$ cat config.mk
export PLATFORM = sky130hd
export DESIGN_NAME = seg7_scan_mux_flat
export DESIGN_NICKNAME = d
export VERILOG_FILES = /design/src/rtl/seg7_scan_mux_if.sv /design/src/rtl/seg7_scan_mux.sv /design/src/flat_wrapper.sv
export SDC_FILE = /design/constraint.sdc
export NUM_CORES = 1
export LEC_CHECK = 0
export ABC_CLOCK_PERIOD_IN_PS = 2100
export BUFFER_PORTS_ARGS = -buffer_cell sky130_fd_sc_hd__buf_2
export CAP_MARGIN = 20
export CELL_PAD_IN_SITES_DETAIL_PLACEMENT = 0
export CELL_PAD_IN_SITES_GLOBAL_PLACEMENT = 2
export CORE_ASPECT_RATIO = 1.2
export CORE_MARGIN = 1.5
export CORE_UTILIZATION = 24
export DETAILED_ROUTE_END_ITERATION = 10
export PLACE_DENSITY = 0.62
export SETUP_SLACK_MARGIN = 0.4
export SLEW_MARGIN = 5
export SYNTH_ARGS = -nofsm -noshare
export SYNTH_HDL_FRONTEND = slang
export SYNTH_SLANG_ARGS = --single-unit
$ cat constraint.sdc
create_clock -name iClk -period 2.1 [get_ports iClk]
set_input_delay 0 -clock iClk [delete_from_list [all_inputs] [get_ports iClk]]
set_output_delay 0 -clock iClk [all_outputs]
set_load 0.01 [all_outputs]
$ cat src/rtl/seg7_scan_mux_if.sv
// Display-side bundle for seg7_scan_mux: frame data and display controls in, registered
// segment/digit drive and frame marker out.
interface seg7_scan_mux_if #(
    parameter int DIGITS = 4
);
    logic [4*DIGITS-1:0] iValue;
    logic [DIGITS-1:0]   iDp;
    logic                iLzs;
    logic                iBlank;
    logic [7:0]          o7seg;
    logic [DIGITS-1:0]   oDigit;
    logic                oFrame;

    modport master (
        output iValue, iDp, iLzs, iBlank,
        input  o7seg, oDigit, oFrame
    );

    modport slave (
        input  iValue, iDp, iLzs, iBlank,
        output o7seg, oDigit, oFrame
    );
endinterface

$ cat src/rtl/seg7_scan_mux.sv
// Time-multiplexed common-anode 7-segment driver with a frame-coherent shadow register,
// per-digit decimal point, leading-zero suppression, blanking and anti-ghosting dead time.
module seg7_scan_mux #(
    parameter int DIGITS   = 4,
    parameter int SCAN_DIV = 50000,
    parameter int DEAD_CYC = 2,
    parameter int HEX_MODE = 0
) (
    input logic              iClk,
    input logic              iRst_n,
    seg7_scan_mux_if.slave   disp
);
    localparam int IW = (DIGITS > 1) ? $clog2(DIGITS) : 1;
    localparam int DW = $clog2(SCAN_DIV);

    logic [DW-1:0]       div_q;
    logic [IW-1:0]       idx_q;
    logic [4*DIGITS-1:0] shadow_val_q;
    logic [DIGITS-1:0]   shadow_dp_q;
    logic [7:0]          seg_q, seg_d;
    logic [DIGITS-1:0]   digit_q, digit_d;
    logic                frame_q;

    logic                last_div;
    logic                load;
    logic [3:0]          cur_nib;
    logic                cur_dp;
    logic                cur_lz;
    logic                run_zero;
    logic                dead;
    logic [7:0]          glyph;

    assign last_div = (div_q == DW'(SCAN_DIV - 1));
    assign load     = (div_q == '0) && (idx_q == '0);

    function automatic logic [7:0] decode(input logic [3:0] n);
        logic [7:0] g;
        case (n)
            4'h0:    g = 8'b00000011;
            4'h1:    g = 8'b10011111;
            4'h2:    g = 8'b00100101;
            4'h3:    g = 8'b00001101;
            4'h4:    g = 8'b10011001;
            4'h5:    g = 8'b01001001;
            4'h6:    g = 8'b01000001;
            4'h7:    g = 8'b00011111;
            4'h8:    g = 8'b00000001;
            4'h9:    g = 8'b00001001;
            default: g = 8'b10010001;
        endcase
        if (HEX_MODE != 0) begin
            case (n)
                4'hA:    g = 8'b00010001;
                4'hB:    g = 8'b11000001;
                4'hC:    g = 8'b01100011;
                4'hD:    g = 8'b10000101;
                4'hE:    g = 8'b01100001;
                4'hF:    g = 8'b01110001;
                default: ;
            endcase
        end
        return g;
    endfunction

    // Walk from the most significant digit down so run_zero means "this and all higher are 0".
    always_comb begin
        cur_nib  = 4'h0;
        cur_dp   = 1'b0;
        cur_lz   = 1'b0;
        run_zero = 1'b1;
        for (int k = DIGITS - 1; k >= 0; k--) begin
            run_zero = run_zero & (shadow_val_q[4*k +: 4] == 4'h0);
            if (idx_q == IW'(k)) begin
                cur_nib = shadow_val_q[4*k +: 4];
                cur_dp  = shadow_dp_q[k];
                cur_lz  = run_zero && (k != 0);
            end
        end
    end

    always_comb begin
        dead    = int'(div_q) < DEAD_CYC;
        glyph   = decode(cur_nib);
        digit_d = '1;
        seg_d   = 8'hFF;
        if (!(dead || disp.iBlank)) begin
            digit_d = ~(DIGITS'(1) << idx_q);
            if (disp.iLzs && cur_lz) begin
                glyph[7:1] = 7'h7F;
            end
            seg_d = {glyph[7:1], glyph[0] & ~cur_dp};
        end
    end

    always_ff @(posedge iClk or negedge iRst_n) begin
        if (!iRst_n) begin
            div_q        <= '0;
            idx_q        <= '0;
            shadow_val_q <= '0;
            shadow_dp_q  <= '0;
            seg_q        <= 8'hFF;
            digit_q      <= '1;
            frame_q      <= 1'b0;
        end else begin
            if (last_div) begin
                div_q <= '0;
                idx_q <= (idx_q == IW'(DIGITS - 1)) ? '0 : idx_q + 1'b1;
            end else begin
                div_q <= div_q + 1'b1;
            end
            frame_q <= load;
            if (load) begin
                shadow_val_q <= disp.iValue;
                shadow_dp_q  <= disp.iDp;
            end
            seg_q   <= seg_d;
            digit_q <= digit_d;
        end
    end

    assign disp.o7seg  = seg_q;
    assign disp.oDigit = digit_q;
    assign disp.oFrame = frame_q;

endmodule

$ cat src/flat_wrapper.sv
// flat-port wrapper written by rule: the top's interface ports become plain ports
module seg7_scan_mux_flat 
#(
    parameter int DIGITS   = 4,
    parameter int SCAN_DIV = 50000,
    parameter int DEAD_CYC = 2,
    parameter int HEX_MODE = 0
)
  (iClk, iRst_n, disp_iValue, disp_iDp, disp_iLzs, disp_iBlank, disp_o7seg, disp_oDigit, disp_oFrame);
  seg7_scan_mux_if #(.DIGITS(DIGITS)) disp_i ();
  input logic iClk;
  input logic iRst_n;
  input wire logic [$bits(disp_i.iValue)-1:0] disp_iValue;
  input wire logic [$bits(disp_i.iDp)-1:0] disp_iDp;
  input wire logic [$bits(disp_i.iLzs)-1:0] disp_iLzs;
  input wire logic [$bits(disp_i.iBlank)-1:0] disp_iBlank;
  output wire logic [$bits(disp_i.o7seg)-1:0] disp_o7seg;
  output wire logic [$bits(disp_i.oDigit)-1:0] disp_oDigit;
  output wire logic [$bits(disp_i.oFrame)-1:0] disp_oFrame;
  assign disp_i.iValue = disp_iValue;
  assign disp_i.iDp = disp_iDp;
  assign disp_i.iLzs = disp_iLzs;
  assign disp_i.iBlank = disp_iBlank;
  assign disp_o7seg = disp_i.o7seg;
  assign disp_oDigit = disp_i.oDigit;
  assign disp_oFrame = disp_i.oFrame;
  seg7_scan_mux #(.DIGITS(DIGITS), .SCAN_DIV(SCAN_DIV), .DEAD_CYC(DEAD_CYC), .HEX_MODE(HEX_MODE)) u_core (.iClk(iClk), .iRst_n(iRst_n), .disp(disp_i));
endmodule
==> results.sh, run 1 <==
export IMPL_maxCapViolCount=0
export IMPL_grt_usage_pct=11.7
export IMPL_critical_path_peak_fanout=6
export IMPL_final_cell_mix="buf_2, dfrtp_1, buf_4"
export IMPL_crit_path_max_incr_delay_ns=0.44
export IMPL_drc_errors=0
export IMPL_reg2reg_from="u_core.idx_q[1]"
export IMPL_ys_ff_latch=51
export IMPL_finalInstanceArea_um2=3590
export IMPL_peakVddDrop_mv=0.274
export IMPL_ys_seq_area_share_pct=53.9
export IMPL_grt_max_degree=52
export IMPL_core_um2=9610
export IMPL_crit_slowest_cell="dfrtp_2"
export IMPL_critPathTopFamily="adder cells"
export IMPL_first_iter_violations=55
export IMPL_overflow=0
export IMPL_antenna_found_initial=0
export IMPL_path_clk_slew_ns=0.07
export IMPL_netlist_instances=208
export IMPL_die_h_um=112
export IMPL_setup_viol=0
export IMPL_arrival_ns=2.02
export IMPL_dp_cells=368
export IMPL_dr_pass1_iters=4
export IMPL_fin_crit_ns=1.79
export IMPL_start_kind="flip-flop"
export IMPL_numClockSinks=51
export IMPL_rows=39
export IMPL_gp_congestion=0.679
export IMPL_crit_chain="buf_6, ha_4, buf_4, a22oi_2, a21o_1, inv_2, ha_2, nand3_1, nand2_1"
export IMPL_ant_nets=0
export IMPL_rsz0062_at_grt="yes"
export IMPL_fin_nets=331
export IMPL_cts_root_buffer="clkbuf_16"
export IMPL_syn_nets=240
export IMPL_utilization_pct=37.4
export IMPL_io_buffer_count=36
export IMPL_yosysTopAreaCellShare_pct=40.8
export IMPL_area_delta_synth_final_pct=50.1
export IMPL_synth_ff_type="dfrtp_1"
export IMPL_critPathLaunch="u_core.idx_q[1]"
export IMPL_slew_violations=0
export IMPL_status="finished, final reports clean"
export IMPL_clockBufferDepth=2
export IMPL_rrSetupSlack_ns=0.31
export IMPL_power_leakage_uw=0.00157
export IMPL_reg2reg_depth=9
export IMPL_dieWidth_um=94.2
export IMPL_yosysWarnings=0
export IMPL_crit_buf_inv=3
export IMPL_worstHoldPathCells=4
export IMPL_io_pins=37
export IMPL_cp_data_required_time_ns=2.33
export IMPL_finClkSkew_ns=0.00545
export IMPL_insertion_delay_ns=0.29
export IMPL_dp_hpwl_um=3740
export IMPL_reg2reg_to="u_core.disp.o7seg[6]"
export IMPL_final_common_cell="buf_2"
export IMPL_async_reset_ff_share_pct=100
export IMPL_synth_cell_type_count=40
export IMPL_worstMarginPinSlew_ns=0.649
export IMPL_dieArea_um2=10600
export IMPL_crit_type="flip-flop to flip-flop"
export IMPL_hold_start="disp_iBlank"
export IMPL_start_util_pct=24.9
export IMPL_instances_no_fill=423
export IMPL_diodes=0
export IMPL_crit_path_end_kind="flip-flop"
export IMPL_grt_pass1_wl_um=9610
export IMPL_fill_cells=971
export IMPL_grt_pass1_vias=1890
export IMPL_multi_input_area_um2=1340
export IMPL_hold_violations=0
export IMPL_tns_ns=0
export IMPL_holdPathEnd="u_core.disp.o7seg[0]"
export IMPL_via_per_inst=4.43
export IMPL_powerDensity_nw_per_um2=567
export IMPL_max_freq_mhz=559
export IMPL_ctsHtreeMaxLevel=2
export IMPL_regArea_um2=1300
export IMPL_wl_per_cell_um=14.1
export IMPL_yosysTopAreaCell="dfrtp_1"
export IMPL_slew_headroom_pct=56.7
export IMPL_cts_buffers=5
export IMPL_tritoncts="done"
export IMPL_syn_area_um2=2390
export IMPL_min_path_type="primary input to flip-flop"
export IMPL_syn_avg_cell_area_um2=11.5
export IMPL_timing_final_crit_share_pct=85.2
export IMPL_fin_hold_ws_ns=0.102
export IMPL_wl_um=5950
export IMPL_synth_edff_count=0
export IMPL_yosys_top_cells_area="dfrtp_1, dfstp_2, mux2_2"
export IMPL_placed_area_um2=2760
export IMPL_drive_gt1_share_pct=50.7
export IMPL_vias=1873
[layer usage]
layer | wire [µm] | vias to the layer above | track usage, %
met5 | 0 | - | 0
met4 | 60 | 0 | 2.99
met3 | 176 | 7 | 2.64
met2 | 3070 | 30 | 19.6
met1 | 2640 | 922 | 15.1
li1 | - | 914 | -
[worst max-delay path by stage]
stage,cells after the start,to
finish,9,u_core.disp.o7seg[6]
global placement,7,u_core.disp.o7seg[7]
detailed placement,7,u_core.disp.o7seg[7]
global route,9,u_core.disp.o7seg[4]
CTS,8,u_core.disp.o7seg[4]
floorplan,8,u_core.disp.o7seg[1]
[flip-flops by register name (all words and copies together), names as in the netlist]
register / cells
u_core.div_q: 16
u_core.shadow_val_q: 16
u_core.disp.o7seg: 8
u_core.disp.oDigit: 4
u_core.shadow_dp_q: 4
u_core.idx_q: 2
u_core.disp.oFrame: 1
[area by class of cell]
cell class	instances	area share [%]
clock buffers	5	3.48
well taps	123	4.28
repair buffers	87	17.4
multi-input cells	146	37.2
inverters	8	0.975
flip-flops and latches	51	36.1
clock inverters	3	0.557
[logic make-up after synthesis]
logic type / after synthesis / synth area share, %
mux: 20 / 9.40
buf+inv: 14 / 3.03
simple gates: 74 / 16.2
xor+xnor: 14 / 5.12
flops: 51 / 53.9
fa+ha+maj: 8 / 4.18
compound gates: 27 / 8.15
[synthesized netlist by cell type, types with 2 or more instances]
library cell	n
dfrtp_1	39
mux2_2	20
nand2_1	18
nor2_1	16
dfstp_2	12
nand3_1	12
xor2_1	10
ha_1	8
inv_1	7
o21ai_0	7
nor3_1	6
buf_2	4
nor4_1	4
xnor2_1	4
a21oi_1	3
a22oi_1	3
and3_1	3
nand4_1	3
o211ai_1	3
a21o_1	2
and3_4	2
buf_6	2
nor2b_1	2
o22ai_1	2
[stage by stage]
| stage | worst slack (ns) | total power (µW) |
|---|---|---|
| after global routing | 0.221 | 2130 |
| final | 0.311 | 2040 |
| after detailed placement | 0.129 | 1180 |
| after global placement | 0.155 | 1180 |
| after floorplan | 0.331 | 1110 |
| after CTS | 0.294 | 2040 |
[worst reg2reg max path: stages (launching register included)]
cell and delay, ns:
dfrtp_2 0.44, buf_6 0.13, ha_4 0.17, buf_4 0.13
a22oi_2 0.16, a21o_1 0.18, inv_2 0.09, ha_2 0.32
nand3_1 0.06, nand2_1 0.07
[where the power goes]
group	switching (µW)	internal (µW)	total, µW
Sequential	19.8	1020	1040
Combinational	84.6	113	198
Clock	360	440	800
Total	465	1570	2040
[repair_timing]
| action | CTS | global route |
|---|---|---|
| cloned | 3 | 0 |
| endpoints found under the hold margin | 59 | 0 |
| gates resized for setup | 42 | 30 |
| buffers inserted | 10 | 13 |
| pin swaps | 11 | 17 |
| hold buffers | 21 | 0 |
| setup endpoints to repair | 28 | 34 |
(Power assumes the default switching activity.)
==> run 2: changes to the inputs <==
--- a/config.mk
+++ b/config.mk
@@ -5,6 +5,7 @@
 export SDC_FILE = /design/constraint.sdc
 export NUM_CORES = 1
 export LEC_CHECK = 0
+export ABC_AREA = 1
 export ABC_CLOCK_PERIOD_IN_PS = 2100
 export BUFFER_PORTS_ARGS = -buffer_cell sky130_fd_sc_hd__buf_2
 export CAP_MARGIN = 20
@@ -14,7 +15,7 @@
 export CORE_MARGIN = 1.5
 export CORE_UTILIZATION = 24
 export DETAILED_ROUTE_END_ITERATION = 10
-export PLACE_DENSITY = 0.62
+export PLACE_DENSITY = 0.67
 export SETUP_SLACK_MARGIN = 0.4
 export SLEW_MARGIN = 5
 export SYNTH_ARGS = -nofsm -noshare
==> results.sh, run 2 <==
export IMPL_status="finished, final reports clean"
export IMPL_dp_hpwl_um=4780
export IMPL_wl_met1_um=2880
export IMPL_fin_crit_ns=1.66
export IMPL_grt_pass1_wl_um=11000
export IMPL_netlist_instances=329
export IMPL_multi_input_area_um2=1320
export IMPL_worstMarginPinSlew_ns=0.482
export IMPL_vias=2281
export IMPL_dr_wl_met3_um=194
export IMPL_grt_usage_pct=11.7
export IMPL_via_per_inst=4.29
export IMPL_yosysTopAreaCellShare_pct=36.7
export IMPL_placed_area_um2=2960
export IMPL_ctsHtreeMaxLevel=2
export IMPL_holdPathEnd="u_core.disp.o7seg[2]"
export IMPL_routed_top_layer="met4"
export IMPL_clockBufferDepth=2
export IMPL_setup_viol=0
export IMPL_ys_ff_latch=51
export IMPL_synth_edff_count=0
export IMPL_synth_cell_type_count=34
export IMPL_rows=41
export IMPL_io_buffer_count=36
export IMPL_syn_avg_cell_area_um2=8.09
export IMPL_synth_compound_area_share_pct=5.22
export IMPL_tritoncts="done"
export IMPL_wl_per_cell_um=12.2
export IMPL_instances_no_fill=532
export IMPL_finClkSkew_ns=0.00601
export IMPL_final_common_cell="nand2_1"
export IMPL_cp_data_required_time_ns=2.33
export IMPL_antenna_found_initial=0
export IMPL_drc_errors=0
export IMPL_min_path_type="primary input to flip-flop"
export IMPL_synth_ff_type="dfrtp_1"
export IMPL_diodes=0
export IMPL_timing_final_crit_share_pct=79.0
export IMPL_syn_nets=361
export IMPL_worstHoldPathCells=5
export IMPL_core_um2=10700
export IMPL_ys_seq_area_share_pct=48.5
export IMPL_crit_type="flip-flop to flip-flop"
export IMPL_arrival_ns=1.89
export IMPL_area_delta_synth_final_pct=34.4
export IMPL_wl_um=6510
export IMPL_crit_path_end_kind="flip-flop"
export IMPL_power_leakage_uw=0.00172
export IMPL_powerDensity_nw_per_um2=559
export IMPL_fin_nets=434
export IMPL_max_freq_mhz=603
export IMPL_peakVddDrop_mv=0.321
export IMPL_yosysWarnings=0
export IMPL_numClockSinks=51
export IMPL_grt_max_degree=25
export IMPL_maxCapViolCount=0
export IMPL_io_pins=37
export IMPL_ant_nets=0
export IMPL_first_iter_violations=59
export IMPL_synth_simple_area_share_pct=33.0
export IMPL_rsz0062_at_grt="yes"
export IMPL_reg2reg_depth=11
export IMPL_async_reset_ff_share_pct=100
export IMPL_dr_pass1_iters=4
export IMPL_path_clk_slew_ns=0.07
export IMPL_dieArea_um2=11700
export IMPL_yosysTopAreaCell="dfrtp_1"
export IMPL_slew_violations=0
export IMPL_reg2reg_to="u_core.disp.o7seg[4]"
export IMPL_hold_start="disp_iBlank"
export IMPL_slew_headroom_pct=67.9
export IMPL_die_h_um=118
export IMPL_drive_gt1_share_pct=31.8
export IMPL_reg2reg_from="u_core.idx_q[0]"
export IMPL_rrSetupSlack_ns=0.44
export IMPL_grt_pass1_vias=2345
export IMPL_synth_xor_area_share_pct=2.30
export IMPL_syn_area_um2=2660
export IMPL_tns_ns=0
export IMPL_cts_buffers=5
export IMPL_dieWidth_um=99.1
export IMPL_start_kind="flip-flop"
export IMPL_synth_top_family_by_area="simple AND/OR/NAND/NOR gates"
export IMPL_synth_mux_area_fraction_pct=0
export IMPL_start_util_pct=24.9
export IMPL_cts_root_buffer="clkbuf_16"
export IMPL_dp_cells=490
export IMPL_overflow=0
export IMPL_critical_path_peak_fanout=5
export IMPL_final_cell_mix="nand2_1, dfrtp_1, buf_2"
export IMPL_yosysMostFrequentCell="nand2_1"
export IMPL_dr_wl_met2_um=3360
export IMPL_finalInstanceArea_um2=3570
export IMPL_synth_commonest_cells="nand2_1, dfrtp_1, nor2_1, inv_1, nand3_1"
export IMPL_yosys_top_cells_area="dfrtp_1, nand2_1, dfstp_2"
export IMPL_synthAdderAreaFrac_pct=3.76
export IMPL_regArea_um2=1290
export IMPL_gp_congestion=0.785
export IMPL_hold_violations=0
export IMPL_insertion_delay_ns=0.28
export IMPL_fill_cells=1111
## run 2: cell count changes in the layout (fill, tap and decap cells not counted), sizes merged, moves of 6 or more
cell   delta
a21oi     +7
nor2     +21
inv      +26
mux2     -20
buf      -14
nand2   +108
and3      -7
nand3     +6
## run 2: worst max path at each step
| stage | end | startpoint | depth (start not counted) | slack [ns] |
|---|---|---|---|---|
| 4_1_cts | u_core.disp.o7seg[4] | u_core.idx_q[0] | 11 | 0.42 |
| 6_report | u_core.disp.o7seg[4] | u_core.idx_q[0] | 11 | 0.44 |
| 3_3_place_gp | u_core.disp.o7seg[2] | u_core.idx_q[1] | 11 | 0.19 |
| 2_1_floorplan | u_core.disp.o7seg[2] | u_core.idx_q[0] | 12 | 0.47 |
| 5_1_grt | u_core.disp.o7seg[7] | u_core.idx_q[1] | 11 | 0.36 |
| 3_5_place_dp | u_core.disp.o7seg[1] | u_core.idx_q[1] | 11 | 0.16 |
## run 2: final cells by class
class / count / share of cell area (%)
Timing Repair Buffer: 73 / 14.4
Clock inverter: 1 / 0.140
Sequential cell: 51 / 36.2
Multi-Input combinational cell: 237 / 37.0
Clock buffer: 7 / 3.71
Tap cell: 129 / 4.52
Inverter: 34 / 4.06
## run 2: metal layers
| layer | global-route usage [%] | vias to the layer above |
|---|---|---|
| met4 | 3.35 | 0 |
| met1 | 13.9 | 1066 |
| met5 | 0 | - |
| met2 | 21.3 | 36 |
| li1 | - | 1173 |
| met3 | 2.07 | 6 |
## run 2: per-stage QoR
stage | worst slack (ns) | hold slack [ns] | util (%) | power, µW
2_1_floorplan | 0.470 | -0.296 | - | 1110
3_3_place_gp | 0.185 | -0.0120 | 27.8 | 1190
3_5_place_dp | 0.162 | -0.0119 | 27.8 | 1190
4_1_cts | 0.418 | 0.149 | 31.9 | 2020
5_1_grt | 0.361 | 0.197 | 33.5 | 2100
6_report | 0.441 | 0.136 | 33.5 | 2000
## run 2: logic make-up after synthesis
family                     Yosys count
AOI/OAI and AO/OA                   24
and+or+nand+nor                    198
xor gates and xnor gates             7
adders and majority gates            8
DFF                                 51
buffers and inverters               41
## run 2: what timing repair did
action	4_1_cts	5_1_grt
endpoints found under the setup margin	26	13
setup buffers	6	7
gates resized for setup	13	33
hold buffers	21	0
hold endpoints to repair	38	0
pin swaps	1	11
cloned	0	0
## run 2: critical path: stages, from the launching register on
cell and delay (ns):
dfrtp_1 0.41, buf_6 0.14, ha_4 0.18, inv_4 0.08, nor2_2 0.03, nor2_1 0.13, nand2_2 0.08, nand2_4 0.11
inv_4 0.05, ha_4 0.26, nand2_2 0.04, nand3_1 0.08
## run 2: report_power, final
part,leakage (µW),total (µW),switching (µW),internal [µW]
Sequential,0.000609,1040,17.7,1020
Combinational,0.00105,174,90.5,83.7
Clock,0.0000679,784,343,441
Total,0.00172,2000,451,1550
==> run 3: changes to the inputs <==
--- a/config.mk
+++ b/config.mk
@@ -5,8 +5,8 @@
 export SDC_FILE = /design/constraint.sdc
 export NUM_CORES = 1
 export LEC_CHECK = 0
-export ABC_AREA = 1
-export ABC_CLOCK_PERIOD_IN_PS = 2100
+export ABC_AREA = 0
+export ABC_CLOCK_PERIOD_IN_PS = 1500
 export BUFFER_PORTS_ARGS = -buffer_cell sky130_fd_sc_hd__buf_2
 export CAP_MARGIN = 20
 export CELL_PAD_IN_SITES_DETAIL_PLACEMENT = 0
@@ -15,7 +15,7 @@
 export CORE_MARGIN = 1.5
 export CORE_UTILIZATION = 24
 export DETAILED_ROUTE_END_ITERATION = 10
-export PLACE_DENSITY = 0.67
+export PLACE_DENSITY = 0.64
 export SETUP_SLACK_MARGIN = 0.4
 export SLEW_MARGIN = 5
 export SYNTH_ARGS = -nofsm -noshare
==> constraint.sdc (replaced) <==
create_clock -name iClk -period 1.5 [get_ports iClk]
set_input_delay 0 -clock iClk [delete_from_list [all_inputs] [get_ports iClk]]
set_output_delay 0 -clock iClk [all_outputs]
set_load 0.01 [all_outputs]
==> results.sh, run 3 (same netlist as run 1, synthesis figures left out) <==
export IMPL_status="finished, violations left"
export IMPL_violations="negative setup slack"
export IMPL_drive_gt1_share_pct=57.5
export IMPL_grt_util_met3_pct=2.98
export IMPL_maxCapViolCount=0
export IMPL_min_path_type="primary input to flip-flop"
export IMPL_grt_usage_pct=12.3
export IMPL_io_buffer_count=36
export IMPL_dieWidth_um=94.2
export IMPL_die_h_um=112
export IMPL_crit_path_end_kind="flip-flop"
export IMPL_cts_buffers=5
export IMPL_slew_violations=0
export IMPL_final_cell_mix="buf_4, dfrtp_1, buf_2"
export IMPL_numClockSinks=51
export IMPL_grt_max_degree=34
export IMPL_pre_cts_ws_ns=-0.429
export IMPL_gp_congestion=0.762
export IMPL_grt_met1_usage_pct=14.5
export IMPL_dieArea_um2=10600
export IMPL_power_leakage_uw=0.00181
export IMPL_max_freq_mhz=545
export IMPL_vias=1957
export IMPL_hold_violations=0
export IMPL_tns_ns=-7.80
export IMPL_slew_headroom_pct=68.8
export IMPL_rsz0062_at_grt="yes"
export IMPL_overflow=0
export IMPL_top_usage_layer="met2"
export IMPL_timing_final_crit_share_pct=122
export IMPL_grt_util_met2_pct=21.1
export IMPL_dp_hpwl_um=4330
export IMPL_drc_errors=0
export IMPL_insertion_delay_ns=0.30
export IMPL_final_common_cell="buf_4"
export IMPL_worstMarginPinSlew_ns=0.468
export IMPL_diodes=0
export IMPL_fin_hold_ws_ns=0.0783
export IMPL_first_iter_violations=62
export IMPL_area_delta_synth_final_pct=66.8
export IMPL_fin_crit_ns=1.83
export IMPL_peakVddDrop_mv=0.470
export IMPL_via_per_inst=4.28
export IMPL_rows=39
export IMPL_ctsHtreeMaxLevel=2
export IMPL_fin_nets=365
export IMPL_grt_pass1_vias=2076
export IMPL_crit_type="flip-flop to flip-flop"
export IMPL_powerDensity_nw_per_um2=761
export IMPL_tritoncts="done"
export IMPL_fin_ws_ns=-0.335
export IMPL_dr_pass1_iters=4
export IMPL_wl_per_cell_um=13.3
export IMPL_core_um2=9610
export IMPL_critical_path_peak_fanout=6
export IMPL_wl_um=6080
export IMPL_arrival_ns=2.04
export IMPL_io_pins=37
export IMPL_start_util_pct=24.9
export IMPL_cp_data_required_time_ns=1.71
export IMPL_ant_nets=0
export IMPL_clockBufferDepth=2
export IMPL_power_uw=3040
export IMPL_finClkSkew_ns=0.00861
export IMPL_start_kind="flip-flop"
export IMPL_cts_root_buffer="clkbuf_16"
export IMPL_grt_pass1_wl_um=9920
export IMPL_path_clk_slew_ns=0.07
export IMPL_antenna_found_initial=0
export IMPL_setup_viol=28
-- run 3: report_power, final --
| part | internal [µW] | switching [µW] |
|---|---|---|
| combinational | 160 | 116 |
| clock | 787 | 521 |
| sequential | 1430 | 24.8 |
| total | 2380 | 661 |
-- run 3: area by class of cell --
class                      count  area [µm²]
clock buffer                   5         125
multi-input combinational    143        1340
inverter                       8        32.5
fill                         917        5620
sequential                    51        1290
clock inverter                 3        43.8
timing repair buffer         124        1000
tap                          123         154
-- run 3: repair_timing --
action	in CTS	in global routing
gates resized for setup	40	24
pin swaps	29	13
cloned	0	1
endpoints found under the setup margin	50	51
hold buffers	21	0
buffers inserted	13	4
endpoints found under the hold margin	38	0
-- run 3: worst paths after layout --
path	slack (ns)	cells past startpoint	endpoint	startpoint
hold reg to reg	0.53	1	u_core.shadow_val_q[3]	u_core.shadow_val_q[3]
hold / removal	0.08	4	u_core.disp.oDigit[0]	disp_iBlank
setup / recovery	-0.33	9	u_core.disp.o7seg[4]	u_core.idx_q[1]
max in group asynchronous	0.71	3	u_core.disp.o7seg[7]	iRst_n
setup reg to reg	-0.33	9	u_core.disp.o7seg[4]	u_core.idx_q[1]
min in group asynchronous	0.19	2	u_core.div_q[0]	iRst_n
-- run 3: worst max-delay path, stage by stage (launching register included) --
cell	delay [ns]
dfrtp_1	0.44
inv_2	0.13
ha_4	0.17
or3b_1	0.37
o21ai_2	0.10
a21oi_4	0.07
inv_1	0.07
ha_1	0.22
nand2_1	0.07
o2111ai_1	0.10
-- run 3: metal layers --
layer / vias up / wire length [µm]
met5: - / 0
met4: 0 / 102
met3: 5 / 224
met2: 33 / 3070
met1: 932 / 2680
li1: 987 / -
-- run 3: stage by stage --
stage | area (µm²) | instances | util, %
after floorplan | 2550 | 208 | -
after global placement | 3220 | 410 | 33.5
after detailed placement | 3220 | 410 | 33.5
after CTS | 3860 | 452 | 40.1
after global routing | 4000 | 457 | 41.6
final | 4000 | 457 | 41.6
